`config.mk`:
```
export PLATFORM = sky130hd
export DESIGN_NAME = psum_write_arbiter
export DESIGN_NICKNAME = d
export VERILOG_FILES = /design/src/rtl/psum_arb_pkg.sv /design/src/rtl/rr_arbiter.sv /design/src/rtl/psum_write_arbiter.sv
export SDC_FILE = /design/constraint.sdc
export NUM_CORES = 1
export LEC_CHECK = 0
export ABC_CLOCK_PERIOD_IN_PS = 4500
export CORE_ASPECT_RATIO = 0.75
export CORE_UTILIZATION = 44
export DETAILED_ROUTE_END_ITERATION = 16
export PLACE_DENSITY_LB_ADDON = 0.25
export SYNTH_ARGS = -nofsm -noshare
export SYNTH_HDL_FRONTEND = slang
export SYNTH_SLANG_ARGS = --single-unit
```
`constraint.sdc`:
```
create_clock -name clk -period 4.5 [get_ports clk]
set_input_delay 1.35 -clock clk [delete_from_list [all_inputs] [get_ports clk]]
set_output_delay 1.35 -clock clk [all_outputs]
set_load 0.02 [all_outputs]
```
`src/rtl/psum_arb_pkg.sv`:
```
// Shared types and width helpers for the Psum write arbiter.
// PSUM_TAG_EN widens buf_din to carry the source PE index above the data.
package psum_arb_pkg;

  function automatic int id_width(input int num_pe);
    return (num_pe <= 2) ? 1 : $clog2(num_pe);
  endfunction

`ifdef PSUM_TAG_EN
  localparam bit PSUM_TAG = 1'b1;
`else
  localparam bit PSUM_TAG = 1'b0;
`endif

  function automatic int buf_din_width(input int data_w, input int id_w);
    return PSUM_TAG ? (data_w + id_w) : data_w;
  endfunction

  localparam int DEF_NUM_PE      = 4;
  localparam int DEF_COUNT_WIDTH = 10;

  typedef logic [DEF_COUNT_WIDTH-1:0]     count_t;
  typedef logic [id_width(DEF_NUM_PE)-1:0] id_t;

endpackage

```
`src/rtl/rr_arbiter.sv`:
```
// Combinational round-robin grant: first requester at or after ptr wins,
// grant is qualified by en while grant_idx always reports the winner.
module rr_arbiter #(
  parameter int N  = 4,
  parameter int IW = 2
) (
  input  logic [N-1:0]  req,
  input  logic [IW-1:0] ptr,
  input  logic          en,
  output logic [N-1:0]  grant,
  output logic [IW-1:0] grant_idx
);

  logic found;

  always_comb begin
    logic [IW-1:0] j_idx;
    found     = 1'b0;
    grant_idx = '0;
    j_idx     = '0;
    for (int k = 0; k < N; k++) begin
      j_idx = IW'((int'(ptr) + k) % N);
      if (!found && req[j_idx]) begin
        found     = 1'b1;
        grant_idx = j_idx;
      end
    end
  end

  for (genvar gi = 0; gi < N; gi++) begin : g_grant
    assign grant[gi] = en & found & (grant_idx == IW'(gi));
  end

endmodule

```
`src/rtl/psum_write_arbiter.sv`:
```
// Shares one Psum buffer write port among NUM_PE PEs with a registered output
// stage, per-PE delivery counters and a layer-complete flag. Option: PSUM_TAG_EN.
module psum_write_arbiter
  import psum_arb_pkg::*;
#(
  parameter int NUM_PE      = 4,
  parameter int DATA_WIDTH  = 16,
  parameter int COUNT_WIDTH = 10,
  parameter int ID_WIDTH    = id_width(NUM_PE)
) (
  input  logic                                           clk,
  input  logic                                           rst,
  input  logic                                           Start,
  input  logic [COUNT_WIDTH-1:0]                         psum_total_in,
  input  logic [NUM_PE-1:0]                              pe_wen,
  input  logic [NUM_PE*DATA_WIDTH-1:0]                   pe_psum,
  output logic [NUM_PE-1:0]                              pe_ready,
  input  logic                                           buf_full,
  output logic                                           buf_wen,
  output logic [buf_din_width(DATA_WIDTH, ID_WIDTH)-1:0] buf_din,
  output logic                                           all_done
);

  logic                   out_valid_reg;
  logic [DATA_WIDTH-1:0]  out_data_reg;
  logic [ID_WIDTH-1:0]    rr_ptr_reg;
  logic [ID_WIDTH-1:0]    rr_ptr_next;
  logic [COUNT_WIDTH-1:0] count_reg [NUM_PE];
  logic [COUNT_WIDTH-1:0] psum_total_reg;
  logic                   all_done_reg;
  logic [ID_WIDTH-1:0]    grant_idx;
  logic                   accept_en;
  logic                   accept;
  logic [NUM_PE-1:0]      met;

  // The stage can take a new word when empty or when it drains this cycle.
  assign accept_en = !out_valid_reg || !buf_full;
  assign buf_wen   = out_valid_reg && !buf_full;
  assign accept    = |pe_ready;
  assign all_done  = all_done_reg;

  assign rr_ptr_next = (grant_idx == ID_WIDTH'(NUM_PE - 1)) ? '0
                                                            : grant_idx + ID_WIDTH'(1);

  rr_arbiter #(
    .N  (NUM_PE),
    .IW (ID_WIDTH)
  ) u_rr_arbiter (
    .req       (pe_wen),
    .ptr       (rr_ptr_reg),
    .en        (accept_en),
    .grant     (pe_ready),
    .grant_idx (grant_idx)
  );

  for (genvar gi = 0; gi < NUM_PE; gi++) begin : g_met
    assign met[gi] = (count_reg[gi] >= psum_total_reg);
  end

`ifdef PSUM_TAG_EN
  logic [ID_WIDTH-1:0] out_id_reg;

  always_ff @(posedge clk) begin
    if (rst) begin
      out_id_reg <= '0;
    end else if (accept) begin
      out_id_reg <= grant_idx;
    end
  end

  assign buf_din = {out_id_reg, out_data_reg};
`else
  assign buf_din = out_data_reg;
`endif

  always_ff @(posedge clk) begin
    if (rst) begin
      out_valid_reg  <= 1'b0;
      out_data_reg   <= '0;
      rr_ptr_reg     <= '0;
      psum_total_reg <= '0;
      all_done_reg   <= 1'b0;
      for (int i = 0; i < NUM_PE; i++) begin
        count_reg[i] <= '0;
      end
    end else begin
      if (accept) begin
        out_valid_reg <= 1'b1;
        out_data_reg  <= pe_psum[grant_idx*DATA_WIDTH +: DATA_WIDTH];
        rr_ptr_reg    <= rr_ptr_next;
      end else if (buf_wen) begin
        out_valid_reg <= 1'b0;
      end

      if (Start) begin
        psum_total_reg <= psum_total_in;
      end

      // A word accepted alongside Start is the first of the new layer.
      for (int i = 0; i < NUM_PE; i++) begin
        if (Start) begin
          count_reg[i] <= (accept && grant_idx == ID_WIDTH'(i)) ? COUNT_WIDTH'(1) : '0;
        end else if (accept && grant_idx == ID_WIDTH'(i) && count_reg[i] != '1) begin
          count_reg[i] <= count_reg[i] + COUNT_WIDTH'(1);
        end
      end

      if (Start) begin
        all_done_reg <= 1'b0;
      end else if (!out_valid_reg && (&met)) begin
        all_done_reg <= 1'b1;
      end
    end
  end

endmodule

```
# Yosys cells after proc, flatten, opt, wreduce, memory -nomap -nowiden
# Memories as Yosys holds them, arrays and structs flattened.
# Cells that the tools add are included.
# classes
n_addsub	8
multipliers	0
n_div	0
order_cmp	8
eq_ne	7
n_shift	1
mux	52
n_bitwise	13
reduce_logical	24
# op_table
operator	count
$mux W10	8
$shiftx A64 B7 Y16	1
$add A10 B1 Y10 const B	4
$ge A10 B10 Y1	4
$ne A10 B10 Y1 const B	4
$mux W1	35
$logic_and A1 B1 Y1	13
$lt A2 B3 Y1 const B	4
$mux W2	5
$bmux W1 S2	4
$or A1 B1 Y1	8
$and A1 B1 Y1	5
$logic_not A1 Y1	5
$add A2 B1 Y2 const B	2
$add A2 B2 Y2 const B	2
$eq A2 B2 Y1 const B	2
$reduce_and A4 Y1	1
$reduce_or A4 Y1	1
$eq A2 B1 Y1 const B	1
$logic_not A2 Y1	1
$reduce_bool A2 Y1	1
$reduce_or A2 Y1	1
$logic_or A1 B1 Y1	1
# word_totals
ff_bits	30
latch_bits	0
ram_bits	40
rom_bits	0
inputBits	82
out_inout_bits	22
word_cells	119
n_memories	1
# mem_list
memory	depth	width	rd	rd_ports_with_merged_regs	write_ports	line_no	rtl
count_reg	4	10	4	0	4	psum_write_arbiter.sv:28	logic [COUNT_WIDTH-1:0] count_reg [NUM_PE];

# Depth between registers and ports, before layout
# Gate-level depths: netlist of the first run.
# logic_depth
word_depth	22
ltp_mapped	13
mapped_depth_nobuf	10

# Modules after synthesis
# Synthesis of the first run repeated with hierarchy kept, for this count alone.
# unflattened
cells_unflattened	453
area_unflattened_um2	4579.4
# by_module_without_submodules
module	n_inst	cells_each	area_each_um2	seq_area_each_um2
psum_write_arbiter	1	434	4444.3	1801.7
rr_arbiter	1	19	135.1	0.0

# Worst setup path after synthesis of the first run
# Ideal clock, no wire load.
# synth_path
path_type	input port to output port
startpoint	input port pe_wen[2]
endpoint	output port pe_ready[2]
arrival_time_ps	2873
required_time_ps	3150
slack_ps	277
path_stages	9
n_path_buf	1
cell_sequence	mux2i_1 > nor2_1 > nor3_2 > clkinv_1 > clkbuf_1 > ha_1 > inv_1 > or2_2 > inv_1
# synth_via
elab_chain_len	14
word_cells_on_any_way	25
# synth_lines
item	line_no	rtl
from (decl)	psum_write_arbiter.sv:15	input logic [NUM_PE-1:0] pe_wen,
$bmux W1 S2	rr_arbiter.sv:23	if (!found && req[j_idx]) begin
$mux W1 (implied by the code)	rr_arbiter.sv:23	
$mux W1	rr_arbiter.sv:23	
$logic_not A1 Y1	rr_arbiter.sv:23	
$logic_and A1 B1 Y1	rr_arbiter.sv:23	
$mux W1	rr_arbiter.sv:23	
$logic_not A1 Y1	rr_arbiter.sv:23	
$logic_and A1 B1 Y1	rr_arbiter.sv:23	
$mux W1	rr_arbiter.sv:23	
$logic_not A1 Y1	rr_arbiter.sv:23	
$logic_and A1 B1 Y1	rr_arbiter.sv:23	
$mux W2 / $mux W1 (equally long branches)	rr_arbiter.sv:23	
$eq A2 B2 Y1 / $and A1 B1 Y1 (equally long branches)	rr_arbiter.sv:31	assign grant[gi] = en & found & (grant_idx == IW'(gi));
$and A1 B1 Y1 *	rr_arbiter.sv:31	
to (decl)	psum_write_arbiter.sv:17	output logic [NUM_PE-1:0] pe_ready,
# Mark *: on every way between the ends. The rest lies on a longest branch, timed or not. The select of a mux whose other input is x is not followed.

# Worst setup path in the final report of the first run
# Same ends and word-level chain as after synthesis.

==> impl_results.rst, run 1 <==
.. list-table::
   :header-rows: 1

   * - Metric
     - Value
   * - Status
     - finished, final reports clean
   * - Setup TNS
     - 0 ns
   * - # clock sinks
     - 70
   * - Worst setup path start
     - pe_wen[2]
   * - Most common cell after layout, fill and taps aside
     - sky130_fd_sc_hd__clkdlybuf4s50_1
   * - RD Place Congestion
     - 0.7681
   * - Portion of the clock cycle consumed by the worst path in the final layout
     - 99.14%
   * - Fin crit period
     - 4.461 ns
   * - Hold-fix buffers at CTS
     - 0
   * - Number of warnings printed during yosys synthesis
     - 0
   * - Slew of the pin with the lowest slew margin
     - 0.7281 ns
   * - Grt met3 use
     - 4.419%
   * - Fraction of layout instances using a drive strength above 1
     - 8.769%
   * - Met1 capacity usage during global routing
     - 29.81%
   * - Post-Syn Area per Cell
     - 9.757 um^2
   * - Number of routed nets with antenna violations
     - 0
   * - Num CTS Buffers
     - 9
   * - Reg-to-Reg End
     - count_reg[3][5]
   * - Req. time, crit path
     - 3.15 ns
   * - Busiest layer in global routing
     - met2
   * - Overall via count from detail_route
     - 3976
   * - Inserted Diodes
     - 0
   * - Most frequent cells in the layout
     - sky130_fd_sc_hd__clkdlybuf4s50_1 (98), sky130_fd_sc_hd__nor2_1 (52), sky130_fd_sc_hd__nand2_1 (50)
   * - NumNets Final
     - 715
   * - VDD IR-drop max
     - 0.2356 mV
   * - Floorplan die area
     - 10860 um^2
   * - Pre-Repair DR Iteration Count
     - 4
   * - Net count after synthesis
     - 598
   * - Static Leak
     - 2.509 nW
   * - Area added between synthesis and finish
     - 34.33%
   * - Path class of the lowest-slack min-delay path
     - reg -> reg
   * - DP HPWL
     - 9.053 mm
   * - Per-cell via count in the routed design
     - 5.484
   * - Timing endpoint of the critical path
     - pe_ready[2]
   * - Top-level I/O count
     - 104
   * - Number of remaining DRC errors
     - 0
   * - RSZ-0062 raised after global routing
     - false
   * - Total power divided by cell area
     - 434.2 nW/um^2
   * - Chip Height
     - 90.51 um
   * - Worst flop-to-flop path startpoint
     - rr_ptr_reg[1]
   * - EDFF count, synth
     - 40
   * - Count of fill cells added during filler insertion
     - 811
   * - Final WS setup
     - 0.03860 ns
   * - Number of instances in the synthesized netlist
     - 471
   * - Std-Cell Rows
     - 31
   * - Total of endpoints with negative setup slack in the final report
     - 0
   * - Register bit count reported by yosys
     - 70
   * - CTS Root Cell
     - sky130_fd_sc_hd__clkbuf_16
   * - Clock Skew
     - 0.004983 ns
   * - Top achievable clock speed
     - 0.2241 GHz
   * - Starting Density
     - 46.46%
   * - Distinct cells, synth
     - 49
   * - Minimum setup slack among reg-to-reg paths
     - 1.87 ns
   * - Number of H-tree levels
     - 3
   * - Number of global-route vias before repair
     - 3701
   * - Clock transition time at the flip-flop clock pins of the worst setup and hold paths
     - 0.06 ns
   * - Number of antenna violations at the first check in global routing
     - 0
   * - Type of origin of the critical path
     - input port
   * - Largest net degree at the start of global routing
     - 34
   * - PnR Total Power
     - 2.681 mW
   * - Area inside the core boundary
     - 9891 um^2
   * - GRT Overall Usage
     - 21.59%
   * - GR Util met2
     - 34.10%
   * - Floorplan die width
     - 120.0 um
   * - Final Hold Violating Endpoints
     - 0
   * - Buffers added on ports
     - 103
   * - Wire per inst
     - 16.44 um
   * - Latest clock arrival within the worst-skew pair
     - 0.33 ns
   * - DRT iter0 DRCs
     - 243
   * - Max-cap violations
     - 0
   * - Setup crit end kind
     - primary output
   * - Post-placement worst setup slack
     - -0.3993 ns
   * - Worst slew slack as a fraction of its limit
     - 51.41%
   * - Flip-flop count of the largest register, all copies and words added
     - 40
   * - CTS tree
     - built
   * - Portion of the post-synthesis area used by sequential elements
     - 39.21%
   * - Worst Reg-to-Reg Cells
     - 7
   * - Critical path start-end classification
     - in -> out
   * - Congestion Overflow GR
     - 0
   * - Wire length of the first global-routing pass
     - 18.36 mm
   * - Core occupancy in the finished layout
     - 62.42%
   * - Arrival time at the worst endpoint
     - 3.11 ns
   * - Max-slew violation count
     - 0
   * - Most used flip-flop cell after synthesis
     - sky130_fd_sc_hd__edfxtp_1
   * - Post-synthesis instance area
     - 4596 um^2
   * - Async set-or-reset flop fraction in the synthesized netlist
     - 0%
   * - Top fanout value on the critical path
     - 4
   * - Total detailed-routing wirelength
     - 11.92 mm
   * - Worst-case clock buffer depth
     - 2
==> per-layer routing <==
metal | vias up | share of wire [%]
met3 | 12 | 4.0
met2 | 77 | 48
met5 | - | 0
met1 | 1933 | 47
met4 | 0 | 1.2
li1 | 1954 | -
==> synth_stat cells, types with 2 or more instances <==
cell,instances,area [um^2]
sky130_fd_sc_hd__nor2_1,53,198.9
sky130_fd_sc_hd__nand2_1,50,187.7
sky130_fd_sc_hd__ha_1,45,563.0
sky130_fd_sc_hd__mux2i_1,43,430.4
sky130_fd_sc_hd__edfxtp_1,40,1201
sky130_fd_sc_hd__dfxtp_1,30,600.6
sky130_fd_sc_hd__nand3_1,25,125.1
sky130_fd_sc_hd__inv_1,23,86.33
sky130_fd_sc_hd__xor2_1,21,183.9
sky130_fd_sc_hd__a32o_1,16,160.2
sky130_fd_sc_hd__a21oi_1,14,70.07
sky130_fd_sc_hd__xnor2_1,11,96.34
sky130_fd_sc_hd__clkbuf_1,10,37.54
sky130_fd_sc_hd__nor3_1,10,50.05
sky130_fd_sc_hd__o21ai_0,10,50.05
sky130_fd_sc_hd__nand4_1,9,56.30
sky130_fd_sc_hd__and3_1,8,50.05
sky130_fd_sc_hd__a21o_1,6,45.04
sky130_fd_sc_hd__a211oi_1,4,30.03
sky130_fd_sc_hd__nand2b_1,4,25.02
sky130_fd_sc_hd__nor2b_1,4,25.02
sky130_fd_sc_hd__a2111oi_0,3,26.28
sky130_fd_sc_hd__buf_2,3,15.01
sky130_fd_sc_hd__a221oi_1,2,17.52
sky130_fd_sc_hd__buf_4,2,15.01
sky130_fd_sc_hd__buf_6,2,22.52
==> critical path, cell delays in order <==
cell,delay (ns)
sky130_fd_sc_hd__clkdlybuf4s50_1,0.53
sky130_fd_sc_hd__nand2b_1,0.11
sky130_fd_sc_hd__a21oi_2,0.24
sky130_fd_sc_hd__nor3_4,0.07
sky130_fd_sc_hd__clkinv_1,0.06
sky130_fd_sc_hd__ha_1,0.13
sky130_fd_sc_hd__inv_1,0.03
sky130_fd_sc_hd__or2_2,0.29
sky130_fd_sc_hd__inv_1,0.12
sky130_fd_sc_hd__buf_4,0.16
==> power by group <==
group / total [mW] / leakage (nW) / internal [mW] / switching [mW]
Sequential: 0.899 / 0.696 / 0.801 / 0.0975
Combinational: 1.04 / 1.66 / 0.495 / 0.542
Clock: 0.745 / 0.157 / 0.476 / 0.269
Total: 2.68 / 2.51 / 1.77 / 0.909
==> how the worst min path moves through the flow <==
stage,slack (ns),end,from,depth (start not counted)
final,0.46,buf_din[14],buf_din[14],1
after global routing,0.48,buf_din[6],buf_din[6],1
after CTS,0.47,buf_din[14],buf_din[14],1
after detailed placement,0.45,buf_din[14],buf_din[14],1
after global placement,0.45,buf_din[9],buf_din[9],1
after floorplan,0.46,psum_total_reg[1],psum_total_reg[1],2
==> timing repair <==
action	CTS	global route
endpoints found under the setup margin	4	4
pin swaps	0	1
buffers inserted	0	0
gates cloned	0	1
resized for setup	10	11
==> logic make-up after synthesis <==
group / Yosys count / synth area share [%]
DFF: 70 / 39.21
muxes: 43 / 9.366
and+or+nand+nor: 175 / 17.86
AOI/OAI and AO/OA: 64 / 11.22
buffers and inverters: 42 / 4.002
xor gates and xnor gates: 32 / 6.099
adders and majority gates: 45 / 12.25
==> final cells by class <==
| type | instances | area (um^2) | area share [%] |
|---|---|---|---|
| Clock buffer | 11 | 264.0 | 4.276 |
| Clock inverter | 5 | 53.80 | 0.8715 |
| Inverter | 24 | 90.09 | 1.459 |
| Multi-Input combinational cell | 359 | 2624 | 42.50 |
| Sequential cell | 70 | 1802 | 29.19 |
| Tap cell | 132 | 165.2 | 2.675 |
| Timing Repair Buffer | 124 | 1175 | 19.03 |
==> metrics by stage <==
step	std cells	hold slack, ns	cell area, um^2
6_report	725	0.4630	6173
5_1_grt	725	0.4753	6173
3_3_place_gp	708	0.4479	5849
3_5_place_dp	708	0.4536	5849
4_1_cts	724	0.4667	6165
2_1_floorplan	471	0.4604	4596
Note: power is estimated with default switching activity, not from simulation.
==> run 2, diff against run 1 <==
--- a/config.mk
+++ b/config.mk
@@ -7,6 +7,7 @@
 export LEC_CHECK = 0
 export ABC_CLOCK_PERIOD_IN_PS = 4500
 export CORE_ASPECT_RATIO = 0.75
+export CORE_MARGIN = 2
 export CORE_UTILIZATION = 44
 export DETAILED_ROUTE_END_ITERATION = 16
 export PLACE_DENSITY_LB_ADDON = 0.25
==> run 2 against run 1 <==
Worst hold slack gained 0.00083 ns. Clock skew grew 0.0021 ns. Routed wire length grew 1.4%. Via count is 1.8% lower. Critical path depth did not move. Final cell count up 0.55%. Sequential power is essentially flat. Flip-flop and latch count is the same. Clock power increased by 5.9%. Cell area increased by 0.28%. Register-to-register slack lost 0.09 ns. Global-route usage decreased by 0.25 points. Largest cell class unchanged. Highest routed layer unchanged.
==> impl_results.rst, run 2 (synthesis results as in run 1) <==
.. list-table::
   :header-rows: 1

   * - Metric
     - Value
   * - Critical path's most frequent cell
     - sky130_fd_sc_hd__inv_1
   * - CTS tree
     - built
   * - Congestion Overflow GR
     - 0 (unchanged)
   * - Wire length of the first global-routing pass
     - 18.60 mm (+1.3%)
   * - NumNets Final
     - 716 (+0.14%)
   * - Latest clock arrival within the worst-skew pair
     - 0.34 ns (about the same)
   * - Overall via count from detail_route
     - 3905 (-1.8%)
   * - Pint
     - 1.811 mW (+2.2%)
   * - GRT Overall Usage
     - 21.34% (-0.25 points)
   * - Hold-fix buffers at CTS
     - 0 (unchanged)
   * - Static Leak
     - 2.517 nW (+0.31%)
   * - Floorplan die width
     - 122.0 um (+1.7%)
   * - Flip-flop count of the largest register, all copies and words added
     - 40 (unchanged)
   * - Final Hold Violating Endpoints
     - 0 (unchanged)
   * - Most frequent cells in the layout
     - sky130_fd_sc_hd__clkdlybuf4s50_1 (97), sky130_fd_sc_hd__nor2_1 (53), sky130_fd_sc_hd__nand2_1 (50)
   * - Maximum cell stage delay along the critical path
     - 0.50 ns (-0.03 ns)
   * - Type of origin of the critical path
     - input port
   * - Inserted Diodes
     - 0 (unchanged)
   * - Worst Reg-to-Reg Cells
     - 11 (+4)
   * - Combinational Power Share
     - 38.0% (-0.7 points)
   * - Wire per inst
     - 16.58 um (+0.85%)
   * - Most common cell after layout, fill and taps aside
     - sky130_fd_sc_hd__clkdlybuf4s50_1
   * - Number of H-tree levels
     - 3 (unchanged)
   * - Area inside the core boundary
     - 10210 um^2 (+3.2%)
   * - Worst hold path cell count
     - 1 (unchanged)
   * - Combined buffer and inverter count along the critical path
     - 6 (+1)
   * - Reg-to-Reg End
     - buf_din[15]
   * - Clock transition time at the flip-flop clock pins of the worst setup and hold paths
     - 0.06 ns (about the same)
   * - Arrival time at the worst endpoint
     - 3.09 ns (-0.02 ns)
   * - Slew of the pin with the lowest slew margin
     - 0.7458 ns (+0.01764 ns)
   * - Crit. path cell count
     - 10 (unchanged)
   * - Setup crit end kind
     - primary output
   * - DRT iter0 DRCs
     - 315 (+30%)
   * - Number of remaining DRC errors
     - 0 (unchanged)
   * - Buffers added on ports
     - 103 (unchanged)
   * - Total power divided by cell area
     - 440.2 nW/um^2 (+1.4%)
   * - Core occupancy in the finished layout
     - 60.64% (-1.8 points)
   * - Portion of the clock cycle consumed by the worst path in the final layout
     - 98.77% (-0.37 points)
   * - RSZ-0062 raised after global routing
     - false
   * - Critical-path cell with the highest stage delay
     - sky130_fd_sc_hd__clkdlybuf4s50_1
   * - PnR Total Power
     - 2.725 mW (+1.7%)
   * - Number of antenna violations at the first check in global routing
     - 0 (unchanged)
   * - Top-level I/O count
     - 104 (unchanged)
   * - Per-cell via count in the routed design
     - 5.357 (-2.3%)
   * - CTS Root Cell
     - sky130_fd_sc_hd__clkbuf_16
   * - Fraction of layout instances using a drive strength above 1
     - 8.769% (unchanged)
   * - Timing endpoint of the critical path
     - pe_ready[2]
   * - Minimum setup slack among reg-to-reg paths
     - 1.78 ns (-0.09 ns)
   * - Critical path start-end classification
     - in -> out
   * - # clock sinks
     - 70 (unchanged)
   * - Relative contribution of the clock network to total power
     - 28.9% (+1.1 points)
   * - Clock Skew
     - 0.007085 ns (+0.002102 ns)
   * - Largest net degree at the start of global routing
     - 34 (unchanged)
   * - Count of fill cells added during filler insertion
     - 902 (+11%)
   * - Max-cap violations
     - 0 (unchanged)
   * - Floorplan die area
     - 11290 um^2 (+3.9%)
   * - Req. time, crit path
     - 3.15 ns (about the same)
   * - Switching Fraction
     - 33.55% (-0.37 points)
   * - VDD IR-drop max
     - 0.2234 mV (-5.2%)
   * - Number of global-route vias before repair
     - 3695 (-0.16%)
   * - Worst flop-to-flop path startpoint
     - rr_ptr_reg[1]
   * - Max-slew violation count
     - 0 (unchanged)
   * - Worst setup path start
     - pe_wen[3]
   * - Fraction of power consumed by sequential logic
     - 33.1% (-0.4 points)
   * - Total of endpoints with negative setup slack in the final report
     - 0 (unchanged)
   * - Number of routed nets with antenna violations
     - 0 (unchanged)
   * - Top fanout value on the critical path
     - 3 (-1)
   * - Area added between synthesis and finish
     - 34.71%
   * - DP HPWL
     - 9.048 mm (about the same)
   * - Worst slew slack as a fraction of its limit
     - 50.23% (-1.2 points)
   * - Std-Cell Rows
     - 32 (+3.2%)
   * - Worst-case clock buffer depth
     - 2 (unchanged)
   * - Top achievable clock speed
     - 0.2250 GHz (+0.37%)
   * - Chip Height
     - 92.51 um (+2.2%)
   * - Starting Density
     - 45.01% (-1.5 points)
   * - Status
     - finished, final reports clean
   * - Num CTS Buffers
     - 9 (unchanged)
   * - Fin crit period
     - 4.445 ns (-0.01660 ns)
   * - Switching power
     - 0.9143 mW (+0.55%)
   * - Total detailed-routing wirelength
     - 12.09 mm (+1.4%)
   * - Cells along the critical path
     - clkdlybuf4s50_1, inv_1, and3_4, nor3_2, clkinv_1, ha_1, inv_1, or2_2, inv_1, buf_2
   * - RD Place Congestion
     - 0.8187 (+6.6%)
   * - Path class of the lowest-slack min-delay path
     - reg -> reg
   * - Delay-heaviest family, CP
     - buffers and inverters
   * - Pre-Repair DR Iteration Count
     - 4 (unchanged)
[run 2: power by group through the flow]
stage	Sequential, mW	Combinational [mW]	Clock (mW)
2_1_floorplan	0.963	0.572	0
3_3_place_gp	0.903	1.01	0
3_5_place_dp	0.910	1.03	0
4_1_cts	0.899	1.03	0.804
5_1_grt	0.918	1.12	0.827
6_report	0.902	1.03	0.789
[run 2: what timing repair did]
item | CTS | global route
buffers inserted | 0 | 1
pin swaps | 1 | 1
cloned | 0 | 1
setup endpoints to repair | 4 | 3
resized for setup | 13 | 7
[run 2: per-stage QoR]
| step | setup TNS [ns] | cell area (um^2) | cells | setup slack [ns] | hold slack, ns |
|---|---|---|---|---|---|
| after CTS | 0 | 6180 | 727 | 0.01078 | 0.4681 |
| after global routing | 0 | 6191 | 729 | 0.001245 | 0.4918 |
| after detailed placement | -1.414 | 5854 | 712 | -0.3926 | 0.4556 |
| final | 0 | 6191 | 729 | 0.05520 | 0.4639 |
| after global placement | -1.102 | 5854 | 712 | -0.3356 | 0.4466 |
| after floorplan | 0 | 4596 | 471 | 0.2767 | 0.4604 |
[run 2: area by class of cell]
| class | instances | area (um^2) | area share (%) |
|---|---|---|---|
| clock buffer | 10 | 250.2 | 4.042 |
| clock inverter | 5 | 81.33 | 1.314 |
| inverter | 24 | 90.09 | 1.455 |
| multi-input combinational | 359 | 2619 | 42.30 |
| sequential | 70 | 1802 | 29.10 |
| tap | 136 | 170.2 | 2.749 |
| timing repair buffer | 125 | 1179 | 19.04 |
[run 2: metal layers]
| metal | track usage (%) | part of all wire [%] |
|---|---|---|
| met5 | 0 | 0 |
| met1 | 29.53 | 48 |
| met4 | 5.651 | 1.1 |
| met2 | 33.57 | 47 |
| met3 | 4.988 | 4.2 |
[run 2: how the worst min path moves through the flow]
stage,to,from,slack (ns)
detailed placement,buf_din[2],buf_din[2],0.46
CTS,buf_din[14],buf_din[14],0.47
global placement,buf_din[2],buf_din[2],0.45
floorplan,psum_total_reg[1],psum_total_reg[1],0.46
global route,buf_din[9],buf_din[9],0.49
finish,buf_din[2],buf_din[2],0.46
[run 2: worst register-to-register path, stage by stage (launching register included)]
cell and delay (ns):
sky130_fd_sc_hd__dfxtp_1 0.47, sky130_fd_sc_hd__mux2i_1 0.24, sky130_fd_sc_hd__nor2_1 0.09, sky130_fd_sc_hd__nor3_2 0.26, sky130_fd_sc_hd__clkinv_1 0.13, sky130_fd_sc_hd__ha_1 0.21
sky130_fd_sc_hd__inv_1 0.05, sky130_fd_sc_hd__or2_2 0.12, sky130_fd_sc_hd__buf_4 0.14, sky130_fd_sc_hd__o311ai_4 0.13, sky130_fd_sc_hd__nor2_2 0.60, sky130_fd_sc_hd__a32o_1 0.22
==> run 3, diff against run 2 <==
--- a/config.mk
+++ b/config.mk
@@ -10,7 +10,9 @@
 export CORE_MARGIN = 2
 export CORE_UTILIZATION = 44
 export DETAILED_ROUTE_END_ITERATION = 16
-export PLACE_DENSITY_LB_ADDON = 0.25
+export DONT_BUFFER_PORTS = 1
+export PLACE_DENSITY_LB_ADDON = 0.1
 export SYNTH_ARGS = -nofsm -noshare
 export SYNTH_HDL_FRONTEND = slang
 export SYNTH_SLANG_ARGS = --single-unit
+export TNS_END_PERCENT = 20
==> run 3 against run 2 <==
Power down 11%. Maximum frequency up 8.8%. Flip-flop and latch count unchanged. First-iteration DRC count down 50%. Final cell count down 16%. Clock skew down 0.0031 ns. Die area unchanged. Sequential share of layout area up 6.7 points. Count of clock-buffer cells in the layout up 3.
==> impl_results.rst, run 3 (synthesis results as in run 1) <==
.. list-table::
   :header-rows: 1

   * - Metric
     - Value
   * - Number of remaining DRC errors
     - 0 (unchanged)
   * - Req. time, crit path
     - 3.15 ns (about the same)
   * - VDD IR-drop max
     - 0.2442 mV (+9.3%)
   * - Placed instance count
     - 595 (-16%)
   * - Per-cell via count in the routed design
     - 5.628 (+5.1%)
   * - Wire length of the first global-routing pass
     - 16.76 mm (-9.9%)
   * - Number of global-route vias before repair
     - 3238 (-12%)
   * - Floorplan die area
     - 11290 um^2 (unchanged)
   * - Number of antenna violations at the first check in global routing
     - 0 (unchanged)
   * - Number of routed nets with antenna violations
     - 0 (unchanged)
   * - Worst slew slack as a fraction of its limit
     - 50.23% (about the same)
   * - Setup TNS
     - 0 ns (unchanged)
   * - Minimum setup slack among reg-to-reg paths
     - 1.75 ns (-0.03 ns)
   * - Slew of the pin with the lowest slew margin
     - 0.7408 ns (-0.004977 ns)
   * - Worst Reg-to-Reg Cells
     - 11 (unchanged)
   * - Static Leak
     - 2.025 nW (-20%)
   * - Most frequent cells in the layout
     - sky130_fd_sc_hd__nor2_1 (53), sky130_fd_sc_hd__nand2_1 (50), sky130_fd_sc_hd__ha_1 (45)
   * - Detailed route wirelength on metal2
     - 4.679 mm (-18%)
   * - Worst hold path cell count
     - 2 (+1)
   * - Total detailed-routing wirelength
     - 10.49 mm (-13%)
   * - Std-Cell Rows
     - 32 (unchanged)
   * - RSZ-0062 raised after global routing
     - false
   * - PnR Total Power
     - 2.412 mW (-11%)
   * - Sum of routed wire segments on met1
     - 5.156 mm (-11%)
   * - Path class of the lowest-slack min-delay path
     - reg -> reg
   * - Count of non-filler cells in the finished layout
     - 611 (-16%)
   * - Most common cell after layout, fill and taps aside
     - sky130_fd_sc_hd__nor2_1
   * - Arrival time at the worst endpoint
     - 2.73 ns (-0.36 ns)
   * - Count of fill cells added during filler insertion
     - 962 (+6.7%)
   * - Number of H-tree levels
     - 3 (unchanged)
   * - Post-CTS setup buffer count
     - 0 (unchanged)
   * - Fin crit period
     - 4.085 ns (-0.3599 ns)
   * - Hold-fix buffers at CTS
     - 0 (unchanged)
   * - Area inside the core boundary
     - 10210 um^2 (unchanged)
   * - Largest net degree at the start of global routing
     - 33 (-2.9%)
   * - Area taken by multi-input logic gates
     - 2611 um^2 (-0.29%)
   * - Status
     - finished, final reports clean
   * - Setup crit end kind
     - primary output
   * - Pre-Repair DR Iteration Count
     - 4 (unchanged)
   * - Congestion Overflow GR
     - 0 (unchanged)
   * - Clock Skew
     - 0.004011 ns (-0.003074 ns)
   * - Hold path startpoint
     - psum_total_reg[4]
   * - DP HPWL
     - 7.925 mm (-12%)
   * - Sum of met3 wire segment lengths after detailed routing
     - 509 um (-0.59%)
   * - Top achievable clock speed
     - 0.2448 GHz (+8.8%)
   * - Latest clock arrival within the worst-skew pair
     - 0.34 ns (about the same)
   * - Clock transition time at the flip-flop clock pins of the worst setup and hold paths
     - 0.05 ns (about the same)
   * - Top Layer Used
     - met4
   * - RD Place Congestion
     - 0.7980 (-2.5%)
   * - Chip Height
     - 92.51 um (unchanged)
   * - Num CTS Buffers
     - 9 (unchanged)
   * - Worst flop-to-flop path startpoint
     - rr_ptr_reg[1]
   * - Post-cts repair resize count
     - 0 (-13)
   * - Reg-to-Reg End
     - count_reg[2][2]
   * - Portion of the clock cycle consumed by the worst path in the final layout
     - 90.78% (-8.0 points)
   * - Final Hold Violating Endpoints
     - 0 (unchanged)
   * - GRT Overall Usage
     - 19.19% (-2.2 points)
   * - Final WS setup
     - 0.4151 ns (+0.3599 ns)
   * - NumNets Final
     - 597 (-17%)
   * - Wire per inst
     - 17.16 um (+3.5%)
   * - Fraction of layout instances using a drive strength above 1
     - 6.105% (-2.7 points)
   * - Flip-flop count of the largest register, all copies and words added
     - 40 (unchanged)
   * - Worst-case clock buffer depth
     - 2 (unchanged)
   * - Starting Density
     - 45.01% (unchanged)
   * - CTS Root Cell
     - sky130_fd_sc_hd__clkbuf_16
   * - Register area
     - 1802 um^2 (unchanged)
   * - Inserted Diodes
     - 0 (unchanged)
   * - Top-level I/O count
     - 104 (unchanged)
   * - Placed standard-cell area
     - 4718 um^2 (-19%)
   * - Max-cap violations
     - 0 (unchanged)
   * - Total power divided by cell area
     - 479.6 nW/um^2 (+8.9%)
   * - Overall via count from detail_route
     - 3439 (-12%)
   * - Worst hold slack
     - 0.4952 ns (+0.03129 ns)
   * - Floorplan die width
     - 122.0 um (unchanged)
   * - Core occupancy in the finished layout
     - 49.26% (-11 points)
   * - Post-placement worst setup slack
     - 0.4240 ns (+0.8167 ns)
   * - Type of origin of the critical path
     - input port
   * - Total of endpoints with negative setup slack in the final report
     - 0 (unchanged)
   * - Critical path start-end classification
     - in -> out
   * - Max-slew violation count
     - 0 (unchanged)
   * - # clock sinks
     - 70 (unchanged)
   * - Finished Cell Area
     - 5030 um^2 (-19%)
   * - Worst-case hold path end point
     - psum_total_reg[4]
   * - Area added between synthesis and finish
     - 9.447%
   * - Buffers added on ports
     - 0 (-100%)
   * - DRT iter0 DRCs
     - 156 (-50%)
   * - CTS tree
     - built
   * - Top fanout value on the critical path
     - 8 (+5)
==> run 3: worst max-delay path: stages <==
cell                       delay [ns]
sky130_fd_sc_hd__a21oi_1         0.11
sky130_fd_sc_hd__o21ai_0         0.11
sky130_fd_sc_hd__o2bb2a_2        0.38
sky130_fd_sc_hd__ha_1            0.19
sky130_fd_sc_hd__inv_1           0.03
sky130_fd_sc_hd__or2_2           0.35
sky130_fd_sc_hd__inv_1           0.22
==> run 3: routing by layer <==
metal / track usage [%] / up-vias
li1: - / 1716
met1: 27.36 / 1634
met2: 28.35 / 75
met3: 4.741 / 14
met4: 6.418 / 0
met5: 0 / -
==> run 3: final cells by class <==
cell class,count,area share [%]
clock inverters,3,0.7960
flip-flops and latches,70,35.82
clock buffers,13,5.398
repair buffers,6,0.8955
inverters,24,1.791
well taps,136,3.383
multi-input cells,359,51.92
==> run 3: how the worst max path moves through the flow <==
| stage | start | to | slack [ns] | cells past startpoint |
|---|---|---|---|---|
| 2_1_floorplan | pe_wen[2] | pe_ready[2] | 0.28 | 9 |
| 3_3_place_gp | pe_wen[0] | pe_ready[2] | 0.50 | 7 |
| 3_5_place_dp | pe_wen[0] | pe_ready[2] | 0.42 | 7 |
| 4_1_cts | pe_wen[0] | pe_ready[2] | 0.42 | 7 |
| 5_1_grt | pe_wen[0] | pe_ready[2] | 0.37 | 7 |
| 6_report | pe_wen[0] | pe_ready[2] | 0.42 | 7 |
==> run 3: report_power, final <==
part,total (mW),internal [mW],switching (mW)
Clock,0.741,0.476,0.265
Sequential,0.989,0.801,0.188
Combinational,0.682,0.294,0.387
==> patch, RTL diff (config.mk and constraints of run 2) <==
The option `PSUM_TAG_EN` is turned on by a define.
--- a/src/rtl/psum_arb_pkg.sv
+++ b/src/rtl/psum_arb_pkg.sv
@@ -2,2 +2,4 @@
 // PSUM_TAG_EN widens buf_din to carry the source PE index above the data.
+`define PSUM_TAG_EN
+
 package psum_arb_pkg;
Ports: changed (resized buf_din); port bits go from 104 to 106. The function was not compared with the original's and may differ.
==> patch against run 2 <==
First-iteration DRC count grew 1.3%; synthesized area grew 0.98%; critical endpoint unchanged; wire length shrank 3.1%; non-clock buffer count grew 7; core utilization shrank 0.16 points; sequential cell count grew 2; worst setup slack gained 0.033 ns; via count grew 1.4%; final area grew 0.53%; power shrank 4.4%; register-to-register slack gained 0.21 ns; count of clock-buffer cells in the layout grew 3.
==> patch: results (changes against run 2) <==
stage;metric;value;unit;change
run_status;outcome;complete, no violations;;
hold_path;Hold Path Cell Cnt;1;;unchanged
synth;Seq/Total Area, Yosys;39.69;%;+0.48 points
global_routing;largest net degree at the start of global routing;33;;-2.9%
placement;Final GP Congestion;0.8947;;+9.3%
timing;Least-Margin Pin Slew;0.5183;ns;-0.2275 ns
critical_path;Worst Path Arrival;3.06;ns;-0.03 ns
critical_path;crit-path max FO;6;;+3
global_routing;number of global-route vias before repair;3904;;+5.7%
finish;share of cells above drive strength 1;9.180;%;+0.41 points
synth;Post-synth top cells;63 x nor2_1, 54 x nand2_1, 45 x ha_1, 43 x mux2i_1, 40 x edfxtp_1;;
hold_path;Hold Crit Start;out_data_reg[4];;
placement;HPWL after DPL;9073;um;+0.27%
routing;DR WL/cell;15.69;um;-5.3%
routing;vias post-DR;3959;;+1.4%
critical_path;Worst R2R Setup Slack;1.99;ns;+0.21 ns
synth;Mapped Nets;606;;+1.3%
synth;top cells by area, synth;edfxtp_1 26%, dfxtp_1 14%, ha_1 12%;;
finish;Final nets;732;;+2.2%
placement;Post-DP Area;5962;sq um;+1.8%
synth;Synth cell types;47;;-4.1%
pwr;worst vdd ir;0.2763;mV;+24%
timing;Final Skew;0.004375;ns;-0.002710 ns
pwr;leakage power;2.502;nW;-0.57%
global_routing;first-pass GRT wire length;19000;um;+2.2%
hold_path;Worst Hold End;out_data_reg[4];;
critical_path;CP peak stage delay;0.48;ns;-0.02 ns
finish;max reg flops;40;;unchanged
placement;PortBufs;105;;+1.9%
timing;Final Hold Slack;0.4646;ns;+0.0007070 ns
pwr;P_sw;0.8884;mW;-2.8%
routing;DRT iter0 DRCs;319;;+1.3%
clock_tree;H-tree level count;3;;unchanged
global_routing;all-layer global routing usage;21.67;%;+0.33 points
[patch: cell types whose count changed in the layout (fill, tap and decap cells not counted), moves of 4 or more]
cell,delta
buf_4,+8
clkdlybuf4s50_1,+4
a21oi_1,+4
nor2_1,+9
nor3_1,-10
nand2_1,+4
[patch: layout make-up]
cell class	count	area [sq um]
clock inverter	3	16.27
sequential	72	1842
tap	136	170.2
clock buffer	13	260.3
inverter	22	82.58
timing repair buffer	132	1236
fill	866	4066
multi-input combinational	368	2616
[patch: kinds of logic (layout without fill, tap and decap cells)]
family	after synthesis	in the layout	share of synthesized area [%]
AOI/OAI and AO/OA	73	73	11.86
xor gates and xnor gates	31	31	5.851
adders and majority gates	45	45	12.13
buffers and inverters	39	170	4.017
DFF	72	72	39.69
muxes	43	43	9.275
and+or+nand+nor	176	176	17.17
[patch: worst register-to-register path, stage by stage (launching register included)]
cell and delay, ns:
dfxtp_1 0.41, nand2_1 0.10, a221o_1 0.31, and2_2 0.24, ha_1 0.19, inv_1 0.09, buf_4 0.13, a31oi_1 0.12
a31oi_2 0.30, nor2_1 0.07, buf_4 0.20, a32o_1 0.24
[patch: how the worst max path moves through the flow]
stage / slack, ns / depth (start not counted) / end / start
final: 0.09 / 8 / pe_ready[2] / pe_wen[2]
after global routing: 0.008 / 8 / pe_ready[2] / pe_wen[2]
after CTS: 0.005 / 8 / pe_ready[3] / pe_wen[2]
after detailed placement: -0.36 / 8 / pe_ready[2] / pe_wen[2]
after global placement: -0.29 / 8 / pe_ready[2] / pe_wen[2]
after floorplan: 0.47 / 9 / pe_ready[2] / pe_wen[0]
[patch: through the flow]
| step | setup WS [ns] | instances |
|---|---|---|
| 2_1_floorplan | 0.4672 | 479 |
| 3_3_place_gp | -0.2885 | 730 |
| 3_5_place_dp | -0.3612 | 730 |
| 4_1_cts | 0.004770 | 746 |
| 5_1_grt | 0.008497 | 746 |
| 6_report | 0.08771 | 746 |
[patch: metal layers]
layer	track usage, %	share of wire, %	vias up
met5	0	0	-
met4	6.609	1.3	0
met3	5.788	5.8	16
met2	33.94	47	84
met1	29.19	46	1872
li1	-	-	1987
[patch: repair_timing]
| item | in CTS | in global routing |
|---|---|---|
| endpoints found under the setup margin | 4 | 4 |
| hold buffers | 0 | 0 |
| gates resized for setup | 8 | 7 |
[patch: power groups by stage]
stage	logic [mW]	registers (mW)	clock network, mW
after global routing	1.12	0.932	0.708
final	1.03	0.915	0.665
after floorplan	0.563	0.977	0
after CTS	1.03	0.914	0.675
after global placement	1.01	0.921	0
after detailed placement	1.03	0.927	0
